**src/rtl/ecc_chk_fifo.sv**
```systemverilog
// Synchronous golden-entry queue: power-of-two depth, show-ahead head output.
// Storage is not reset; only pointers and occupancy are.
module ecc_chk_fifo #(
  parameter int WIDTH = 36,
  parameter int DEPTH = 16
) (
  input  logic                     clk,
  input  logic                     rst_n,
  input  logic                     push,
  input  logic                     pop,
  input  logic [WIDTH-1:0]         wr_data,
  output logic [WIDTH-1:0]         rd_data,
  output logic                     full,
  output logic                     empty,
  output logic [$clog2(DEPTH):0]   count
);

  localparam int AW = $clog2(DEPTH);

  logic [WIDTH-1:0] mem [DEPTH];
  logic [AW-1:0]    wr_ptr;
  logic [AW-1:0]    rd_ptr;
  logic             push_ok;
  logic             pop_ok;

  assign full    = (count == (AW+1)'(DEPTH));
  assign empty   = (count == '0);
  assign push_ok = push && !full;
  assign pop_ok  = pop && !empty;
  assign rd_data = mem[rd_ptr];

  // Entry storage, written on an accepted push.
  always_ff @(posedge clk) begin
    if (push_ok) mem[wr_ptr] <= wr_data;
  end

  // Pointers wrap naturally because the depth is a power of two.
  always_ff @(posedge clk or negedge rst_n) begin
    if (!rst_n) begin
      wr_ptr <= '0;
      rd_ptr <= '0;
      count  <= '0;
    end else begin
      if (push_ok) wr_ptr <= wr_ptr + 1'b1;
      if (pop_ok)  rd_ptr <= rd_ptr + 1'b1;
      case ({push_ok, pop_ok})
        2'b10:   count <= count + 1'b1;
        2'b01:   count <= count - 1'b1;
        default: count <= count;
      endcase
    end
  end

endmodule

```
**config.mk**
```make
export PLATFORM = sky130hd
export DESIGN_NAME = ecc_chk_fifo
export DESIGN_NICKNAME = d
export VERILOG_FILES = /design/src/rtl/ecc_chk_fifo.sv
export SDC_FILE = /design/constraint.sdc
export NUM_CORES = 1
export LEC_CHECK = 0
export ABC_CLOCK_PERIOD_IN_PS = 4650
export CAP_MARGIN = 20
export CORE_MARGIN = 2
export CORE_UTILIZATION = 60
export CTS_CLUSTER_DIAMETER = 60
export CTS_CLUSTER_SIZE = 28
export DETAILED_ROUTE_END_ITERATION = 12
export HOLD_SLACK_MARGIN = 0.06
export PLACE_DENSITY = 0.78
export SYNTH_ARGS = -nofsm -noshare
export SYNTH_HDL_FRONTEND = slang
export SYNTH_SLANG_ARGS = --single-unit
```
**constraint.sdc**
```tcl
create_clock -name clk -period 4.65 [get_ports clk]
set_input_delay 1.1625 -clock clk [delete_from_list [all_inputs] [get_ports clk]]
set_output_delay 1.1625 -clock clk [all_outputs]
set_load 0.01 [all_outputs]
```
=== Word-level counts from Yosys, hierarchy flattened ===
Memory sizes are Yosys's and may differ from the RTL's.
Index checks and enable logic that the tools add are counted.

* Register bits after elaboration: 13
* Memory bits (writable): 576
* Word-level logic and storage cells: 20
* Memories kept: 1

* Add/subtract/negate cells: 4
* Eq/ne operators: 3
* Muxes and demuxes: 3
* Reduce and logical (&&, ||, !) cells: 6

{| class="wikitable"
|+ Memory list
! memory !! words !! bits a word !! rd ports !! clocked after Yosys merged registers in !! write ports !! line !! RTL
|-
| mem || 16 || 36 || 1 || 0 || 1 || 20 || <nowiki>logic [WIDTH-1:0] mem [DEPTH];</nowiki>
|}

{| class="wikitable"
|+ Operators with widths
! cell !! count
|-
| $pmux W5 S2 || 1
|-
| $add A4 B1 Y4 const B || 2
|-
| $add A5 B1 Y5 const B || 1
|-
| $eq A5 B5 Y1 const B || 1
|-
| $logic_not A5 Y1 || 1
|-
| $sub A5 B1 Y5 const B || 1
|-
| $eq A2 B1 Y1 const B || 1
|-
| $eq A2 B2 Y1 const B || 1
|-
| $logic_and A1 B1 Y1 || 2
|-
| $logic_not A1 Y1 || 2
|-
| $mux W1 || 2
|-
| $reduce_bool A2 Y1 || 1
|}

=== Depth between registers and ports, before layout ===
* Depth after elaboration: 5
* Gate-level depth with buffers: 13
* Gate-level depth less buffers: 12

=== Worst setup path before layout ===
No wires, ideal clock.

* Path type: input port to flip-flop
* Start: input port push
* End: memory mem[0][0], enable pin
* Arrival: 4.021 ns
* Required time: 4.176 ns
* Slack: 0.155 ns
* Stages on the path: 4
* Buffers on the path: 1
* Cells stage by stage: and2_1 > buf_2 > nand2_1 > nor3_1

* Cells in the longest elaborated chain, start to end: 3

{| class="wikitable"
|+ RTL lines
! element !! line !! RTL
|-
| from (decl) || 9 || <nowiki>input logic push,</nowiki>
|-
| $logic_and A1 B1 Y1 || 28 || <nowiki>assign push_ok = push && !full;</nowiki>
|-
| $mux W1 || 34 || <nowiki>if (push_ok) mem[wr_ptr] <= wr_data;</nowiki>
|-
| $mux W1 (not written as such) || 34 ||
|-
| to (decl) || 20 ||
|}

No other way between the ends.

=== Final worst setup path ===
* Start: register rd_ptr[0]
* End: output port rd_data[8]

* Cells in the longest elaborated chain, start to end: 1

{| class="wikitable"
|+ RTL lines
! element !! line !! RTL
|-
| from (decl) || 22 || <nowiki>logic [AW-1:0] rd_ptr;</nowiki>
|-
| from (signal assigned) || 45 || <nowiki>if (pop_ok) rd_ptr <= rd_ptr + 1'b1;</nowiki>
|-
| $mem_v2 Z16 W36 || - ||
|-
| to (decl) || 12 || <nowiki>output logic [WIDTH-1:0] rd_data,</nowiki>
|}

No other way between the ends.

==> summary.txt <==
Yosys
  • Syn avg cell area: 19.9 sq um
  • Synthesized netlist cell count: 1163
  • Synthesized area: 23200 sq um
  • Number of register bits inferred by synthesis: 589
  • Count of synthesis-stage warnings from yosys: 0
  • Unique cell type count in the Yosys netlist: 38
  • Total nets after synthesis: 1213
  • Sequential cell area fraction in the yosys report: 76.0%

Clock network
  • Worst skew pair latency: 0.56 ns
  • Number of buffers created by CTS: 35
  • Cell at the root of the clock tree: clkbuf_16
  • Maximum clock insertion buffer count: 3
  • Post-CTS Setup Inserts: 0
  • Clock Sink Count: 589
  • H-tree depth reported by CTS: 2
  • Clock Pin Slew Worst Setup and Hold Paths: 0.09 ns
  • Post-cts sizing count: 0
  • CTS tree: yes
  • Post-CTS Hold Fix Bufs: 0

STA
  • Setup repair after global routing missed its margin: no
  • TNS Setup: 0 ns
  • Relative max-transition margin: 50.2%
  • Worst setup slack after layout: 0.349 ns
  • Max-slew violation count: 0
  • Final hold violation count: 0
  • Achievable clock frequency: 232 MHz
  • Worst clock skew on the final layout: 0.0272 ns
  • Final Cycle Share: 92.5%
  • Tightest Pin Transition: 0.747 ns
  • Shortest period the worst path allows: 4.30 ns
  • Final count of negative-setup-slack endpoints: 0

Finish
  • Multi-input combinational cell area: 5210 sq um
  • Final Instance Count excl. Fillers: 1798
  • Combined flip-flop and latch cell area: 17600 sq um
  • Share of post-route cells with drive strength above 1: 19.5%
  • Post-Layout Inst Area: 26000 sq um
  • Commonest cells after routing, fill and taps aside: 576 x edfxtp_1, 109 x mux2i_1, 82 x clkdlybuf4s50_1
  • Core occupancy in the finished layout: 67.8%
  • Growth of design area from synthesis to finish: 12.2%
  • Number of filler instances in the final layout: 2431
  • Net count, final: 1303
  • Most common cell after layout, fill and taps aside: edfxtp_1

Detailed routing
  • Detail-routed net length per standard cell: 26.3 um
  • Total DRC errors in the routed layout: 0
  • Wirelength, routed: 47300 um
  • Number of design-rule violations left by the first detailed-router iteration: 1280
  • Count of antenna-violating nets left after detailed routing: 0
  • Detail-routed via count per cell: 6.27
  • Detailed Routing Iterations Pass 1: 5
  • Vias: 11300

Floorplanning
  • Die X: 201 um
  • Standard-cell rows: 72
  • Die ar.: 40200 sq um
  • Placeable core region: 38400 sq um
  • Boundary Pins: 83
  • Die height: 201 um
  • Initial standard-cell utilization of the core: 60.4%

Global routing
  • Maximum number of pins on one net before global-route repair: 46
  • Via count of the first global-routing pass: 11500
  • Total grt overflow: 0
  • Initial antenna violation count: 1
  • Total GRT Usage: 23.9%
  • First-pass GRT wire length: 71100 um

Placed design
  • Setup slack at placement: 0.822 ns
  • Standard cell area after detailed placement: 24800 sq um
  • Count of buffers inserted at the top-level ports: 82
  • RePlAce Congestion: 0.741
  • Final HPWL DP: 25200 um
  • Total instance count after detailed placement: 1734

Worst setup path
  • Data required time at the worst endpoint: 3.49 ns
  • Worst setup EP type: output pin
  • Largest stage delay on the critical path: 0.77 ns
  • Flop2flop setup slack: 1.79 ns
  • Endpoint of the most critical register-to-register path: count[4]
  • Cell with the largest stage delay on the worst path: dfrtp_4
  • Kind of start point of the critical path: flip-flop
  • Crit path arrival time: 3.14 ns
  • Series of cell instances along the critical path: buf_12 -> mux2_2 -> o21ai_0 -> a21oi_1 -> a22oi_1 -> nand2_1 -> clkdlybuf4s50_1
  • Worst Path Class, Setup: reg2out
  • Crit-path max FO: 42
  • Worst Reg2Reg Path Length in Cells: 12
  • Launch point of the worst path: rd_ptr[0]
  • Worst setup path end: rd_data[8]
  • Beginning of the worst register-to-register path: count[0]

Pwr
  • Power per unit of standard cell area: 603 nW/um^2
  • Peak supply drop: 0.384 mV
  • Leak Pwr: 8.54 nW

Run status
  • Result of the run: complete, no violations

Worst hold path
  • Number of cells on the worst hold path: 1
  • Hold Path Class: reg2reg

Run
  • MaxCap Viol Count: 0
## registers in the layout, indices dropped and copies added, names as in the netlist
name	cells
wr_ptr	4
rd_ptr	4
mem	576
count	5
## cell usage after synthesis, drive strengths merged
cell	number	area share [%]
nor3	4	0.086
or3b	1	0.038
nand2b	3	0.081
edfxtp	576	75
a22oi	36	1.2
and2b	1	0.032
ha	9	0.49
mux2i	109	4.7
nor2	12	0.19
nor4	1	0.054
mux4	72	7.1
o21ai	76	1.6
fa	1	0.086
xnor2	7	0.26
nand3	2	0.043
nand4	1	0.027
buf	45	1.5
mux2	37	1.8
dfrtp	13	1.4
nand2	46	0.76
a21o	1	0.032
xor2	3	0.11
a21oi	38	0.82
nor2b	3	0.081
and2	2	0.054
a221oi	36	2.2
clkbuf	20	0.45
inv	8	0.13
## where the power goes
part           switching, mW  leakage, nW  internal (mW)  total, mW
logic                   2.96         2.59           2.47       5.44
clock network           1.76        0.601           1.75       3.51
registers              0.355         5.35           6.41       6.76
## metrics by stage
stage | power, mW | hold slack, ns
after global placement | 12.2 | 0.502
after floorplan | 10.3 | 0.536
after detailed placement | 12.3 | 0.514
after global routing | 16.4 | 0.553
after CTS | 15.8 | 0.526
final | 15.7 | 0.516
## worst max-delay path, delay by kind of cell, from the launching register on
family / cells / cell delay [ns]
compound gates: 3 / 0.42
buf+inv: 2 / 0.84
flops: 1 / 0.77
mux: 1 / 0.38
simple gates: 1 / 0.14
## cell type report
cell class	count	area share (%)
sequential	589	67.7
multi-input combinational	501	20.0
timing repair buffer	118	4.86
clock buffer	41	3.61
tap	518	2.49
clock inverter	22	1.14
inverter	8	0.115
antenna	1	0.00961
## worst min path at each step
stage	from	to	slack, ns
after global placement	count[4]	count[4]	0.50
after global routing	count[4]	count[4]	0.55
after detailed placement	count[4]	count[4]	0.51
after CTS	count[4]	count[4]	0.53
after floorplan	count[4]	count[4]	0.54
final	count[4]	count[4]	0.52
## layer usage
metal	part of all wire, %	track usage (%)	up-vias	wire length [um]
met5	0	0	-	0
met4	2.0	6.43	0	961
met3	7.0	3.33	66	3320
met2	52	40.9	476	24400
met1	39	32.8	5813	18600
li1	-	-	4923	-
## cell families after synthesis
| group | after synthesis | synth area share (%) |
|---|---|---|
| flops | 589 | 76.0 |
| fa+ha+maj | 10 | 0.572 |
| simple gates | 76 | 1.45 |
| buf+inv | 73 | 2.08 |
| mux | 218 | 13.6 |
| compound gates | 187 | 5.91 |
| xor+xnor | 10 | 0.378 |
No activity file was read; power rests on OpenSTA's default activity.
